[config.mk]
export PLATFORM = sky130hd
export DESIGN_NAME = ibex_cpi_snapshot_reader
export DESIGN_NICKNAME = d
export VERILOG_FILES = /design/src/rtl/ibex_cpi_snapshot_reader_pkg.sv /design/src/rtl/ibex_cpi_snapshot_reader_period_timer.sv /design/src/rtl/ibex_cpi_snapshot_reader.sv
export SDC_FILE = /design/constraint.sdc
export NUM_CORES = 1
export LEC_CHECK = 0
export ABC_AREA = 1
export BUFFER_PORTS_ARGS = -buffer_cell sky130_fd_sc_hd__buf_2
export CAP_MARGIN = 20
export CORE_ASPECT_RATIO = 1.75
export CORE_MARGIN = 4
export CORE_UTILIZATION = 53
export CTS_BUF_LIST = sky130_fd_sc_hd__clkbuf_4 sky130_fd_sc_hd__clkbuf_8
export DETAILED_ROUTE_END_ITERATION = 16
export GPL_ROUTABILITY_DRIVEN = 0
export HOLD_SLACK_MARGIN = 0.05
export PLACE_DENSITY_LB_ADDON = 0.08
export SETUP_SLACK_MARGIN = 0.3
export SYNTH_ARGS = -nofsm -noshare
export SYNTH_HDL_FRONTEND = slang
export SYNTH_HIERARCHICAL = 1
export SYNTH_SLANG_ARGS = --single-unit
[constraint.sdc]
create_clock -name clk_i -period 2.7 [get_ports clk_i]
set_input_delay 0.135 -clock clk_i [delete_from_list [all_inputs] [get_ports clk_i]]
set_output_delay 0.135 -clock clk_i [all_outputs]
set_load 0.02 [all_outputs]
[src/rtl/ibex_cpi_snapshot_reader_pkg.sv]
// Shared tracer definitions for the CPI snapshot reader: counter layout,
// frame header magic and serializer state encoding.
package ibex_cpi_snapshot_reader_pkg;

    localparam int unsigned CPI_NUM_CNT     = 7;
    localparam logic [15:0] CPI_FRAME_MAGIC = 16'hC510;

    // Per-lane counter order as laid out on cnt_i (ascending bit position).
    typedef enum logic [2:0] {
        CPI_CNT_CYCLE      = 3'd0,
        CPI_CNT_BASE       = 3'd1,
        CPI_CNT_ICACHE     = 3'd2,
        CPI_CNT_BPRED      = 3'd3,
        CPI_CNT_DCACHE     = 3'd4,
        CPI_CNT_EX         = 3'd5,
        CPI_CNT_DEPENDENCY = 3'd6
    } cpi_cnt_idx_e;

    typedef enum logic [1:0] {
        CPI_IDLE = 2'd0,
        CPI_HDR  = 2'd1,
        CPI_DATA = 2'd2
    } cpi_state_e;

    function automatic logic [31:0] cpi_header(input logic [7:0] seq, input logic [7:0] lanes);
        return {CPI_FRAME_MAGIC, seq, lanes};
    endfunction

endpackage

[src/rtl/ibex_cpi_snapshot_reader_period_timer.sv]
// Free-running sample period timer; pauses while disabled, SAMPLE_PERIOD=0
// never produces a hit.
module ibex_cpi_period_timer #(
    parameter int unsigned SAMPLE_PERIOD = 1024
) (
    input  logic clk_i,
    input  logic rst_ni,
    input  logic en_i,
    output logic hit_o
);

    localparam int unsigned CW = (SAMPLE_PERIOD > 1) ? $clog2(SAMPLE_PERIOD) : 1;
    localparam logic [CW-1:0] LAST = CW'((SAMPLE_PERIOD == 0) ? 0 : SAMPLE_PERIOD - 1);
    localparam logic PERIOD_ON = (SAMPLE_PERIOD != 0);

    logic [CW-1:0] cnt_q;

    assign hit_o = PERIOD_ON && en_i && (cnt_q == LAST);

    always_ff @(posedge clk_i or negedge rst_ni) begin
        if (!rst_ni) begin
            cnt_q <= '0;
        end else if (en_i && PERIOD_ON) begin
            cnt_q <= (cnt_q == LAST) ? '0 : cnt_q + 1'b1;
        end
    end

endmodule

[src/rtl/ibex_cpi_snapshot_reader.sv]
// Captures all lanes' CPI counters on a trigger and streams them out as one
// valid/ready frame: header word followed by 7*N_LANES counter words.
module ibex_cpi_snapshot_reader
    import ibex_cpi_snapshot_reader_pkg::*;
#(
    parameter int unsigned N_LANES       = 1,
    parameter int unsigned SAMPLE_PERIOD = 1024
) (
    input  logic                      clk_i,
    input  logic                      rst_ni,
    input  logic                      enable_i,
    input  logic                      snap_req_i,
    input  logic [N_LANES*7*32-1:0]   cnt_i,
    output logic                      out_valid_o,
    input  logic                      out_ready_i,
    output logic [31:0]               out_data_o,
    output logic                      out_last_o,
    output logic                      busy_o,
    output logic [7:0]                drop_cnt_o
);

    localparam int unsigned NW = CPI_NUM_CNT * N_LANES;
    localparam int unsigned IW = $clog2(NW);
    localparam logic [IW-1:0] LAST_IDX = IW'(NW - 1);
    localparam logic [7:0] LANES_B = 8'(N_LANES);

    cpi_state_e    state_q, state_d;
    logic [IW-1:0] idx_q, idx_d;
    logic [7:0]    seq_q, seq_d;
    logic [7:0]    drop_q, drop_d;
    logic [31:0]   shadow_q [NW];
    logic          capture;
    logic          period_hit;
    logic          trigger;

    ibex_cpi_period_timer #(
        .SAMPLE_PERIOD(SAMPLE_PERIOD)
    ) u_period_timer (
        .clk_i (clk_i),
        .rst_ni(rst_ni),
        .en_i  (enable_i),
        .hit_o (period_hit)
    );

    assign trigger = (snap_req_i | period_hit) & enable_i;

    always_comb begin
        state_d     = state_q;
        idx_d       = idx_q;
        seq_d       = seq_q;
        drop_d      = drop_q;
        capture     = 1'b0;
        out_valid_o = 1'b0;
        out_last_o  = 1'b0;
        out_data_o  = '0;

        case (state_q)
            CPI_IDLE: begin
                if (trigger) begin
                    capture = 1'b1;
                    state_d = CPI_HDR;
                end
            end
            CPI_HDR: begin
                out_valid_o = 1'b1;
                out_data_o  = cpi_header(seq_q, LANES_B);
                if (out_ready_i) begin
                    state_d = CPI_DATA;
                    idx_d   = '0;
                end
            end
            CPI_DATA: begin
                out_valid_o = 1'b1;
                out_data_o  = shadow_q[idx_q];
                out_last_o  = (idx_q == LAST_IDX);
                if (out_ready_i) begin
                    if (idx_q == LAST_IDX) begin
                        state_d = CPI_IDLE;
                        seq_d   = seq_q + 8'd1;
                    end else begin
                        idx_d = idx_q + 1'b1;
                    end
                end
            end
            default: state_d = CPI_IDLE;
        endcase

        // Any trigger outside IDLE is lost, including on the final handshake.
        if (trigger && (state_q != CPI_IDLE) && (drop_q != 8'hFF)) begin
            drop_d = drop_q + 8'd1;
        end
    end

    assign busy_o     = (state_q != CPI_IDLE);
    assign drop_cnt_o = drop_q;

    always_ff @(posedge clk_i or negedge rst_ni) begin
        if (!rst_ni) begin
            state_q <= CPI_IDLE;
            idx_q   <= '0;
            seq_q   <= '0;
            drop_q  <= '0;
            for (int unsigned i = 0; i < NW; i++) begin
                shadow_q[i] <= '0;
            end
        end else begin
            state_q <= state_d;
            idx_q   <= idx_d;
            seq_q   <= seq_d;
            drop_q  <= drop_d;
            if (capture) begin
                for (int unsigned i = 0; i < NW; i++) begin
                    shadow_q[i] <= cnt_i[32*i +: 32];
                end
            end
        end
    end

endmodule
# Yosys cells after proc, flatten, opt, wreduce, memory -nomap -nowiden
# Cells that the tools add are included.
[totals]
register_bits = 255
input_bits = 229
wordCells = 58
[classes]
n_addsub = 4
n_lt_le_gt_ge = 1
n_eq_ne = 10
n_mux = 18
bitwise_logic = 3
n_reduce_logical = 10
[op_table]
columns = ["operator", "count"]
rows = [
  ["32-bit binary-select mux with 3-bit select", 1],
  ["32-bit 2-to-1 mux", 2],
  ["32-bit one-hot mux with 2 select lines", 1],
  ["8-bit by 1-bit adder with 8-bit output (second input constant)", 2],
  ["10-bit by 1-bit adder with 10-bit output (second input constant)", 1],
  ["10-bit == test (second input constant)", 1],
  ["10-bit 2-to-1 mux", 1],
  ["2-bit != test (second input constant)", 5],
  ["3-bit 2-to-1 mux", 3],
  ["2-bit 2-to-1 mux", 4],
  ["8-bit != test (second input constant)", 1],
  ["4-bit AND reduction", 2],
  ["2-bit one-hot mux with 3 select lines", 1],
  ["3-bit one-hot mux with 2 select lines", 1],
  ["4-bit greater-or-equal comparator (second input constant)", 1],
  ["1-bit 2-to-1 mux", 4],
  ["3-bit inverter with 4-bit output", 1],
  ["2-bit nonzero test", 2],
  ["3-bit by 1-bit adder with 3-bit output (second input constant)", 1],
  ["3-bit == test (second input constant)", 1],
  ["1-bit logical AND", 3],
  ["3-bit AND reduction", 1],
  ["2-bit by 1-bit == test with 1-bit output (second input constant)", 1],
  ["2-bit == test (second input constant)", 1],
  ["other kinds (4)", 4],
]

# Depth between registers and ports, before layout
# Gate-level depths: netlist of the first run.
[depth]
depth_word = 6
depth_mapped = 12
depth_no_buf = 12

# Modules after synthesis
# The synthesis of the first run kept the hierarchy.
[by_module_without_submodules]
columns = ["module", "n_inst", "cells_per_inst", "area_per_inst_um2", "seq_area_each_um2"]
rows = [
  ["ibex_cpi_snapshot_reader", 1, 1262, 12373.1, 6130.9],
  ["ibex_cpi_period_timer", 1, 62, 539.3, 250.2],
]

# Worst setup path before layout of the first run
# No wires, ideal clock.
[synth_path]
path_kind = "reg2reg"
from = "register u_period_timer.cnt_q[0]"
to = "register shadow_q[100] (netlist name)"
arrival_ns = 1.865
path_slack_ns = 0.710
stages_incl_launch_ff = 11
n_path_buf = 2
path_cell_list = "dfrtp_1 -> ha_1 -> nand3_2 -> nor2_4 -> nand3_2 -> nor2_2 -> or2_1 -> nand3_4 -> buf_12 -> buf_12 -> mux2_4"
[synth_via]
elab_chain_cells = 6
[synth_lines]
columns = ["element", "line", "source"]
rows = [
  ["start, declared", "ibex_cpi_snapshot_reader_period_timer.sv:16", "logic [CW-1:0] cnt_q;"],
  ["start signal, assigned", "ibex_cpi_snapshot_reader_period_timer.sv:24", "cnt_q <= (cnt_q == LAST) ? '0 : cnt_q + 1'b1;"],
  ["10-bit == test", "ibex_cpi_snapshot_reader_period_timer.sv:18", "assign hit_o = PERIOD_ON && en_i && (cnt_q == LAST);"],
  ["1-bit logical AND", "ibex_cpi_snapshot_reader_period_timer.sv:18", ""],
  ["named net period_hit", "ibex_cpi_snapshot_reader.sv:33", "logic period_hit;"],
  ["1-bit bitwise OR", "ibex_cpi_snapshot_reader.sv:45", "assign trigger = (snap_req_i | period_hit) & enable_i;"],
  ["1-bit AND", "ibex_cpi_snapshot_reader.sv:45", ""],
  ["1-bit 2-to-1 mux", "ibex_cpi_snapshot_reader.sv:59", "if (trigger) begin"],
  ["1-bit 2-to-1 mux", "ibex_cpi_snapshot_reader.sv:57", "case (state_q)"],
  ["end signal, assigned by index", "ibex_cpi_snapshot_reader.sv:113", "shadow_q[i] <= cnt_i[32*i +: 32];"],
  ["end, declared", "ibex_cpi_snapshot_reader.sv:31", "logic [31:0] shadow_q [NW];"],
]
# The timed path passes the listed nets, and every way through them passes these cells.
# A chain may end at the register's enable or synchronous reset.

# Worst setup path in the final report of the first run
[layout_path]
from = "register idx_q[0]"
to = "output out_data_o[11]"
[layout_via]
elab_chain_cells = 5
[layout_lines]
columns = ["element", "line", "source"]
rows = [
  ["start, declared", "ibex_cpi_snapshot_reader.sv:28", "logic [IW-1:0] idx_q, idx_d;"],
  ["start signal, assigned", "ibex_cpi_snapshot_reader.sv:108", "idx_q <= idx_d;"],
  ["3-bit inverter with 4-bit output (not written as such)", "ibex_cpi_snapshot_reader.sv:74", "out_data_o = shadow_q[idx_q];"],
  ["32-bit binary-select mux with 3-bit select", "ibex_cpi_snapshot_reader.sv:74", ""],
  ["32-bit 2-to-1 mux (not written as such) (2 in series)", "ibex_cpi_snapshot_reader.sv:74", ""],
  ["32-bit one-hot mux with 2 select lines", "ibex_cpi_snapshot_reader.sv:57", ""],
  ["end, declared", "ibex_cpi_snapshot_reader.sv:16", "output logic [31:0] out_data_o,"],
]
# Every way passes these cells. The select of a mux whose other input is x is not followed.

==> impl_metrics.yaml, run 1 <==
floorplanning:
  die_width_um: 126
  ios: 272
  dieArea_mm2: 0.0270
  start_util: 0.538
  row_count: 75
  coreArea_mm2: 0.0240
  dieHeight_um: 214
drt:
  wl_per_cell_um: 18.1
  vias: 11300
  drt_wl_total_mm: 39.2
  wl_met1_mm: 14.7
  antenna_left: 0
  viasPerCell: 5.21
  drc: 0
  routed-wl-met2_mm: 20.8
  first_iter_violations: 682
  dr.max_layer_used: "met4"
  drt-pass1-iter-count: 5
  met3WireLength_mm: 1.93
power:
  combPwrFrac: 0.437
  clkPwrFrac: 0.195
  seqPwrFrac: 0.368
  pwr_density_cell_mw_per_mm2: 1010
  ir_drop_uv: 654
  internal_power_uw: 11200
  power.leakage_uw: 0.00903
  swShare: 0.376
  p_switching_uw: 6740
cells_and_area:
  n_fill_cell: 1696
  area_growth_pct: 37.9
  drive_gt1_frac: 0.298
  final_nets: 2061
grt:
  grt_pass1_wl_mm: 61.8
  grt_start_max_net_pins: 107
  grt_pass1_vias: 11900
  gr-total-overflow: 0
  antenna_found_initial: 5
  grt_usage: 0.284
sta:
  holdWs_ps: 158
  worst_pin_slew_ps: 641
  rsz0062_at_grt: "true"
  fin_crit_sh: 0.881
  hold_violations: 0
  drv_slew: 0
  slew_headroom: 0.573
  skew_ps: 23.0
  post-route-min-period_ps: 2380
  setup_viol: 0
  setup_tns_ps: 0
  fmax_ghz: 0.420
clock_network:
  worstSkewPairLatency_ps: 580
  clk_pin_slew_ps: 60
  htreeDepth: 2
  cts_root_buffer: "clkbuf_8"
  cts_tree: "done"
  cts_sinks: 255
  cts_buffers: 39
  clockBufferDepth: 3
synthesis:
  seq_area_frac_synth: 0.494
  syn_nets: 1563
  ys_types: 34
  synth_area_per_cell_um2: 9.75
  yosysWarningCount: 6
  synth-seq-cells: 255
  mappedNetlistArea_mm2: 0.0129
  synth_cells: 1324
hold_path:
  hp-class: "input port to async pin"
outcome:
  status: "finished clean"
place:
  hpwl_mm: 24.2
  port_buffers: 271
worst_setup_path:
  cp.required_ps: 2570
  cp.arrival_ps: 2240
  critPathMaxFanout: 42
  end_kind: "output port"
  crit_path_start_kind: "register"
  crit_type: "register to output port"
job:
  cap_violations: 0
==> cell families after synthesis <==
| kind of cell | after synthesis | share of synthesized area |
|---|---|---|
| AO/OA/AOI/OAI | 211 | 0.0838 |
| XOR/XNOR | 16 | 0.0109 |
| adder cells (fa/ha/maj) | 10 | 0.00969 |
| buffers and inverters | 194 | 0.0805 |
| flip-flops | 255 | 0.494 |
| multiplexers | 154 | 0.163 |
| AND/OR/NAND/NOR | 484 | 0.158 |
==> final timing paths <==
kind	start	end	slack, ps	cells after the start
worst max register to register	u_period_timer/cnt_q[0]	shadow_q[189]	450	10
worst min register to register	shadow_q[176]	shadow_q[176]	490	1
worst min-delay path	rst_ni	shadow_q[171]	160	2
max in group asynchronous	rst_ni	shadow_q[10]	1740	3
worst max-delay path	idx_q[0]	out_data_o[11]	320	7
min in group clk_i	snap_req_i	state_q[0]	290	7
==> power groups by stage <==
stage                     logic [uW]  registers, uW  clock network (uW)
after CTS                       7550           6520                3560
after detailed placement        7190           6550                   0
after floorplan                 5420           6290                   0
after global routing            8630           6770                3720
final                           7840           6600                3500
after global placement          7040           6500                   0
==> critical path, cell delays in order, from the launching register on <==
cell     delay, ps
dfrtp_4        560
buf_8          230
nand2_1        110
nand3_1        100
nand3_1        180
nand3_1        130
a21oi_1        170
buf_2          190
==> through the flow <==
stage	total power (uW)	area (um2)	cells	util	worst slack [ps]
floorplan	11700	12900	1324	-	710
global placement	13500	14400	1852	0.601	440
detailed placement	13700	14400	1852	0.601	396
CTS	17600	17600	2149	0.734	254
global route	19100	17800	2162	0.741	212
finish	17900	17800	2162	0.741	322
==> timing repair <==
item                       in CTS  in global routing
hold buffers                  227                  0
buffers inserted                2                  4
hold endpoints to repair      312                  0
resized for setup              16                 18
pin swaps                       0                  5
setup endpoints to repair      32                 66
gates cloned                    0                  4
==> layout make-up <==
class | instances | area, um2 | area share
clock inverters | 6 | 55.1 | 0.00309
multi-input cells | 875 | 5520 | 0.310
inverters | 111 | 445 | 0.0250
well taps | 308 | 385 | 0.0216
diodes | 5 | 12.5 | 0.000703
clock buffers | 62 | 791 | 0.0444
repair inverters | 2 | 17.5 | 0.000984
repair buffers | 538 | 4190 | 0.235
flip-flops and latches | 255 | 6390 | 0.359
==> flip-flops by register name, indices dropped and copies added (netlist names) <==
name                  flops
u_period_timer/cnt_q     10
drop_cnt_o                8
state_q                   2
idx_q                     3
shadow_q                224
seq_q                     8
==> cell usage in the layout, fill, tap and decap left out, types with 5 or more instances in the layout <==
cell type	n
o21ai_0	86
buf_4	22
mux2_4	100
buf_12	11
nand2_1	158
buf_2	267
nand2_2	6
xnor2_1	10
clkbuf_4	10
mux2_2	41
dfrtp_1	253
ha_1	8
nand3_1	98
clkinv_2	5
diode_2	5
dlygate4sd3_1	227
xor2_1	6
o22ai_1	18
a21oi_1	92
clkbuf_8	52
inv_1	106
o21ai_1	14
nor2_1	202
mux2_1	13
==> synthesized netlist by cell type (all sizes together) <==
cell,instances,area share
o22ai,18,0.0087
xor2,6,0.0041
xnor2,10,0.0068
buf,63,0.042
nor2,210,0.064
or2,2,0.00097
nand2,164,0.048
inv,111,0.032
o21ai,100,0.039
nor3,3,0.0012
ha,10,0.0097
clkbuf,20,0.0058
nand3,102,0.041
dfrtp,255,0.49
nand4,2,0.00097
mux2,154,0.16
nand3b,1,0.00058
a21oi,93,0.036
==> layer usage <==
layer,up-vias,track usage
met4,0,0.121
li1,5339,-
met3,101,0.0521
met2,378,0.504
met5,-,0
met1,5450,0.334
Power figures use the tool's default switching activity.
==> run 2: changes to the inputs <==
CELL_PAD_IN_SITES_DETAIL_PLACEMENT = 0   (was not set)
CELL_PAD_IN_SITES_GLOBAL_PLACEMENT = 2   (was not set)
CORE_UTILIZATION = 35   (was 53)
==> run 2 against run 1 <==
  * Clock skew rose by 0.95 ps
  * Die area rose by 49%
  * Clock power rose by 6.0%
  * Core utilization fell by 22 points
  * Cell count rose by 8.7%
  * Non-clock buffer count rose by 21
  * Global-route usage fell by 7.1 points
  * Fmax rose by 1.1%
  * Worst setup slack improved by 26 ps
  * Sequential cell count did not move
  * Clock-buffer cell count rose by 8
  * Hold slack improved by 28 ps
  * Largest power group unchanged
==> impl_metrics.yaml, run 2 (synthesized netlist as in run 1, its figures left out) <==
sta:
  fmax_ghz: 0.425
  slew_headroom: 0.497
  setup_viol: 0
  fin_crit_sh: 0.871
  hold_violations: 0
  post-route-min-period_ps: 2350
  drv_slew: 0
  setup_tns_ps: 0
  holdWs_ps: 186
  worst_pin_slew_ps: 754
  skew_ps: 24.0
  setup_ws_ps: 348
  rsz0062_at_grt: "true"
clock_network:
  cts_tree: "done"
  htreeDepth: 2
  cts_buffers: 43
  clockBufferDepth: 3
  cts_root_buffer: "clkbuf_8"
  cts_sinks: 255
  clk_pin_slew_ps: 60
  worstSkewPairLatency_ps: 580
grt:
  grt_pass1_vias: 12100
  gr-total-overflow: 0
  grt_start_max_net_pins: 91
  antenna_found_initial: 4
  grt_usage: 0.214
  grt_pass1_wl_mm: 67.0
floorplanning:
  dieHeight_um: 262
  coreArea_mm2: 0.0363
  die_width_um: 153
  dieArea_mm2: 0.0402
  ios: 272
  start_util: 0.356
  row_count: 92
cells_and_area:
  finalCoreUtilization: 0.523
  drive_gt1_frac: 0.355
  largest_reg_flops: 224
  multi_input_area_mm2: 0.00589
  final_nets: 2084
  largest_register: "shadow_q"
  area_growth_pct: 46.9
  n_fill_cell: 3461
  mostFrequentLayoutCell: "dfrtp_1"
  final_cell_count_no_fill: 2350
  reg_top3: "shadow_q x224, u_period_timer/cnt_q x10"
  regArea_mm2: 0.00639
  layout_common_cells: "253 x dfrtp_1, 244 x buf_2, 227 x dlygate4sd3_1"
power:
  ir_drop_uv: 568
  pwr_density_cell_mw_per_mm2: 1040
  power.leakage_uw: 0.00936
hold_path:
  hp-class: "input port to async pin"
drt:
  viasPerCell: 4.74
  first_iter_violations: 403
  wl_per_cell_um: 19.2
  drc: 0
  antenna_left: 0
  drt-pass1-iter-count: 4
  drt_wl_total_mm: 45.0
  vias: 11100
job:
  cap_violations: 0
place:
  dp.cells: 2015
  pre_cts_slack_ps: 399
  hpwl_mm: 29.6
  port_buffers: 271
worst_setup_path:
  crit_path_start_kind: "register"
  cp.arrival_ps: 2220
  critPathMaxFanout: 29
  cp.required_ps: 2570
  cp_common_cell: "nand3_1"
  max_stage_delay_ps: 490
  cp_cell_sequence: "clkinv_8 > buf_12 > buf_16 > nand2_1 > nand3_1 > nand3_1 > nand3_1 > a21oi_2 > buf_6"
  end_kind: "output port"
  slowest_stage: "dfrtp_4"
  crit_type: "register to output port"
outcome:
  status: "finished clean"
==> run 2: changes by cell type in the layout (fill, tap and decap cells not counted), moves of 12 or more <==
| cell | previous run | this run |
|---|---|---|
| a21oi_2 | 1 | 14 |
| a21oi_1 | 92 | 78 |
| buf_4 | 22 | 36 |
| nor2_1 | 202 | 190 |
| o21ai_1 | 14 | 30 |
| o21ai_2 | 0 | 13 |
| buf_2 | 267 | 244 |
| nand2_2 | 6 | 18 |
| nand2_1 | 158 | 146 |
| buf_6 | 3 | 17 |
| nand3_1 | 98 | 69 |
| nand3_2 | 3 | 30 |
| o21ai_0 | 86 | 57 |
==> run 2: report_power, final <==
group	switching, uW	internal (uW)
Clock	1650	2060
Combinational	5000	4470
Sequential	979	5610
Total	7620	12100
==> run 2: cell type report <==
class	count	area share
clock buffer	70	0.0465
timing repair buffer	559	0.249
tap	470	0.0310
inverter	111	0.0241
antenna	4	0.000528
clock inverter	6	0.00191
multi-input combinational	875	0.310
sequential	255	0.337
==> run 2: per-layer routing <==
| layer | vias to the layer above | routed length [um] | GRT usage |
|---|---|---|---|
| li1 | 5396 | - | - |
| met1 | 5389 | 16800 | 0.237 |
| met2 | 282 | 24700 | 0.410 |
| met3 | 77 | 2010 | 0.0386 |
| met4 | 0 | 1470 | 0.0684 |
| met5 | - | 0 | 0 |
==> run 2: worst paths after layout <==
| kind | start | cells past startpoint | endpoint | slack (ps) |
|---|---|---|---|---|
| max reg2reg | u_period_timer/cnt_q[0] | 10 | shadow_q[5] | 410 |
| max in group asynchronous | rst_ni | 3 | shadow_q[206] | 1670 |
| min reg2reg | seq_q[7] | 1 | seq_q[7] | 470 |
| max | idx_q[0] | 9 | out_data_o[0] | 350 |
| min | rst_ni | 2 | shadow_q[126] | 190 |
| min in group clk_i | snap_req_i | 7 | state_q[0] | 300 |
==> run 2: stage by stage <==
stage	power, uW	instance area (um2)
final	19800	19000
after global routing	21100	19000
after CTS	18700	18100
after detailed placement	14200	14700
after global placement	14100	14700
after floorplan	11700	12900
==> run 2: repair_timing <==
action                     4_1_cts  5_1_grt
pin swaps                        8       50
resized for setup               47      156
buffers inserted                 4       10
cloned                           2       12
hold endpoints to repair       312        0
hold buffers                   227        0
setup endpoints to repair       33       34
==> run 2: worst max-delay path, delay by kind of cell, from the launching register on <==
kind	cells	cell delay [ps]
buf+inv	4	550
flops	1	490
compound gates	1	220
simple gates	4	360
==> run 3: changes to the inputs <==
BUFFER_PORTS_ARGS = -buffer_cell sky130_fd_sc_hd__buf_4   (was -buffer_cell sky130_fd_sc_hd__buf_2)
==> run 3 against run 2 <==
  * Sequential power is essentially flat
  * Critical endpoint unchanged
  * Global-route usage is 0.61 points higher
  * Clock power about the same
  * Final area increased by 4.6%
  * Critical path depth decreased by 1
  * Combinational power up 6%
  * Fmax decreased by 0.49%
  * Via count grew 0.62%
  * Non-clock buffer count increased by 18
  * Largest cell class unchanged
==> impl_metrics.yaml, run 3 (synthesized netlist as in run 1, its figures left out) <==
job:
  cap_violations: 0
drt:
  drc: 0
  drt_wl_total_mm: 46.4
  wl_per_cell_um: 19.6
  drt-pass1-iter-count: 4
  vias: 11200
  first_iter_violations: 424
  antenna_left: 0
  viasPerCell: 4.75
worst_setup_path:
  r2r-end: "shadow_q[94]"
  crit_buf_inv: 3
  critPathMaxFanout: 13
  cp.arrival_ps: 2230
  crit_family: "flip-flops"
  cp.required_ps: 2570
  crit_path_start_kind: "register"
  max_stage_delay_ps: 570
  cp_cell_sequence: "buf_12 > buf_16 > nand2_1 > nand3_2 > nand3_2 > nand3_1 > a21oi_2 > buf_4"
  crit_type: "register to output port"
  ff2ff_setup_slack_ps: 430
  end_kind: "output port"
  cp_common_cell: "nand3_2"
  r2r_start: "u_period_timer/cnt_q[0]"
  reg2reg_depth: 10
  slowest_stage: "dfrtp_4"
grt:
  grt_usage: 0.220
  gr-total-overflow: 0
  antenna_found_initial: 4
  grtUsageMet2: 0.420
  grt_pass1_wl_mm: 68.6
  top_usage_layer: "met2"
  met3_usage: 0.0414
  grt_pass1_vias: 12300
  grt_start_max_net_pins: 80
  grtUsageMet1: 0.236
power:
  combPwrFrac: 0.495
  seqPwrFrac: 0.324
  internal_power_uw: 12500
  swShare: 0.382
  p_switching_uw: 7760
  power.leakage_uw: 0.00969
  ir_drop_uv: 474
  pwr_density_cell_mw_per_mm2: 1020
  clkPwrFrac: 0.181
cells_and_area:
  drive_gt1_frac: 0.357
  reg_top3: "shadow_q x224, u_period_timer/cnt_q x10"
  final_cell_count_no_fill: 2362
  final_nets: 2102
  largest_register: "shadow_q"
  mostFrequentLayoutCell: "buf_4"
  area_growth_pct: 53.6
  largest_reg_flops: 224
  multi_input_area_mm2: 0.00589
  n_fill_cell: 3327
  finalCoreUtilization: 0.547
  regArea_mm2: 0.00639
  layout_common_cells: "290 x buf_4, 253 x dfrtp_1, 227 x dlygate4sd3_1"
floorplanning:
  die_width_um: 153
  dieArea_mm2: 0.0402
  coreArea_mm2: 0.0363
  ios: 272
  start_util: 0.356
  dieHeight_um: 262
  row_count: 92
clock_network:
  clk_pin_slew_ps: 60
  htreeDepth: 2
  cts_tree: "done"
  cts_sinks: 255
  worstSkewPairLatency_ps: 580
  cts_buffers: 43
  clockBufferDepth: 3
  cts_root_buffer: "clkbuf_8"
place:
  dp.cells: 2016
  hpwl_mm: 30.0
  port_buffers: 271
sta:
  hold_violations: 0
  setup_viol: 0
  drv_slew: 0
  post-route-min-period_ps: 2360
  rsz0062_at_grt: "true"
  holdWs_ps: 143
  slew_headroom: 0.528
  worst_pin_slew_ps: 708
  fin_crit_sh: 0.875
  skew_ps: 32.7
  setup_tns_ps: 0
  fmax_ghz: 0.423
outcome:
  status: "finished clean"
hold_path:
  hp-class: "input port to async pin"
[run 3: power groups by stage]
| stage | clock, uW | sequential, uW | combinational (uW) |
|---|---|---|---|
| floorplan | 0 | 6290 | 5420 |
| global placement | 0 | 6540 | 7850 |
| detailed placement | 0 | 6570 | 7930 |
| CTS | 3800 | 6550 | 9170 |
| global route | 3950 | 6780 | 10900 |
| finish | 3680 | 6590 | 10000 |
[run 3: timing repair]
| action | CTS | global route |
|---|---|---|
| gates cloned | 6 | 11 |
| endpoints found under the hold margin | 310 | 0 |
| pin swaps | 15 | 55 |
| gates resized for setup | 88 | 90 |
| setup buffers | 12 | 16 |
| endpoints found under the setup margin | 33 | 67 |
| hold buffers | 227 | 0 |
[run 3: area by class of cell]
| class | count | share of cell area |
|---|---|---|
| diodes | 4 | 0.000505 |
| multi-input cells | 875 | 0.297 |
| well taps | 470 | 0.0296 |
| clock inverters | 5 | 0.00265 |
| inverters | 111 | 0.0228 |
| clock buffers | 65 | 0.0419 |
| repair buffers | 577 | 0.284 |
| flip-flops and latches | 255 | 0.322 |
[run 3: metal layers]
| metal | routed length [um] | share of wire | up-vias |
|---|---|---|---|
| met4 | 1700 | 0.037 | 0 |
| met2 | 25300 | 0.55 | 277 |
| met3 | 2110 | 0.045 | 81 |
| met1 | 17300 | 0.37 | 5422 |
| met5 | 0 | 0 | - |
| li1 | - | - | 5433 |
[run 3: worst max-delay path by stage]
stage	depth (start not counted)	start	to	slack, ps
2_1_floorplan	10	u_period_timer/cnt_q[0]	shadow_q[100]	710
3_3_place_gp	11	u_period_timer/cnt_q[0]	shadow_q[141]	420
3_5_place_dp	11	u_period_timer/cnt_q[0]	shadow_q[127]	360
4_1_cts	9	idx_q[0]	out_data_o[12]	260
5_1_grt	9	idx_q[0]	out_data_o[30]	240
6_report	8	idx_q[0]	out_data_o[0]	340
[run 3: stage by stage]
step / setup WS [ps] / instance area, um2 / total power (uW)
final: 336 / 19800 / 20300
after global routing: 235 / 19800 / 21600
after CTS: 258 / 19100 / 19500
after global placement: 419 / 15300 / 14400
after floorplan: 710 / 12900 / 11700
after detailed placement: 358 / 15300 / 14500
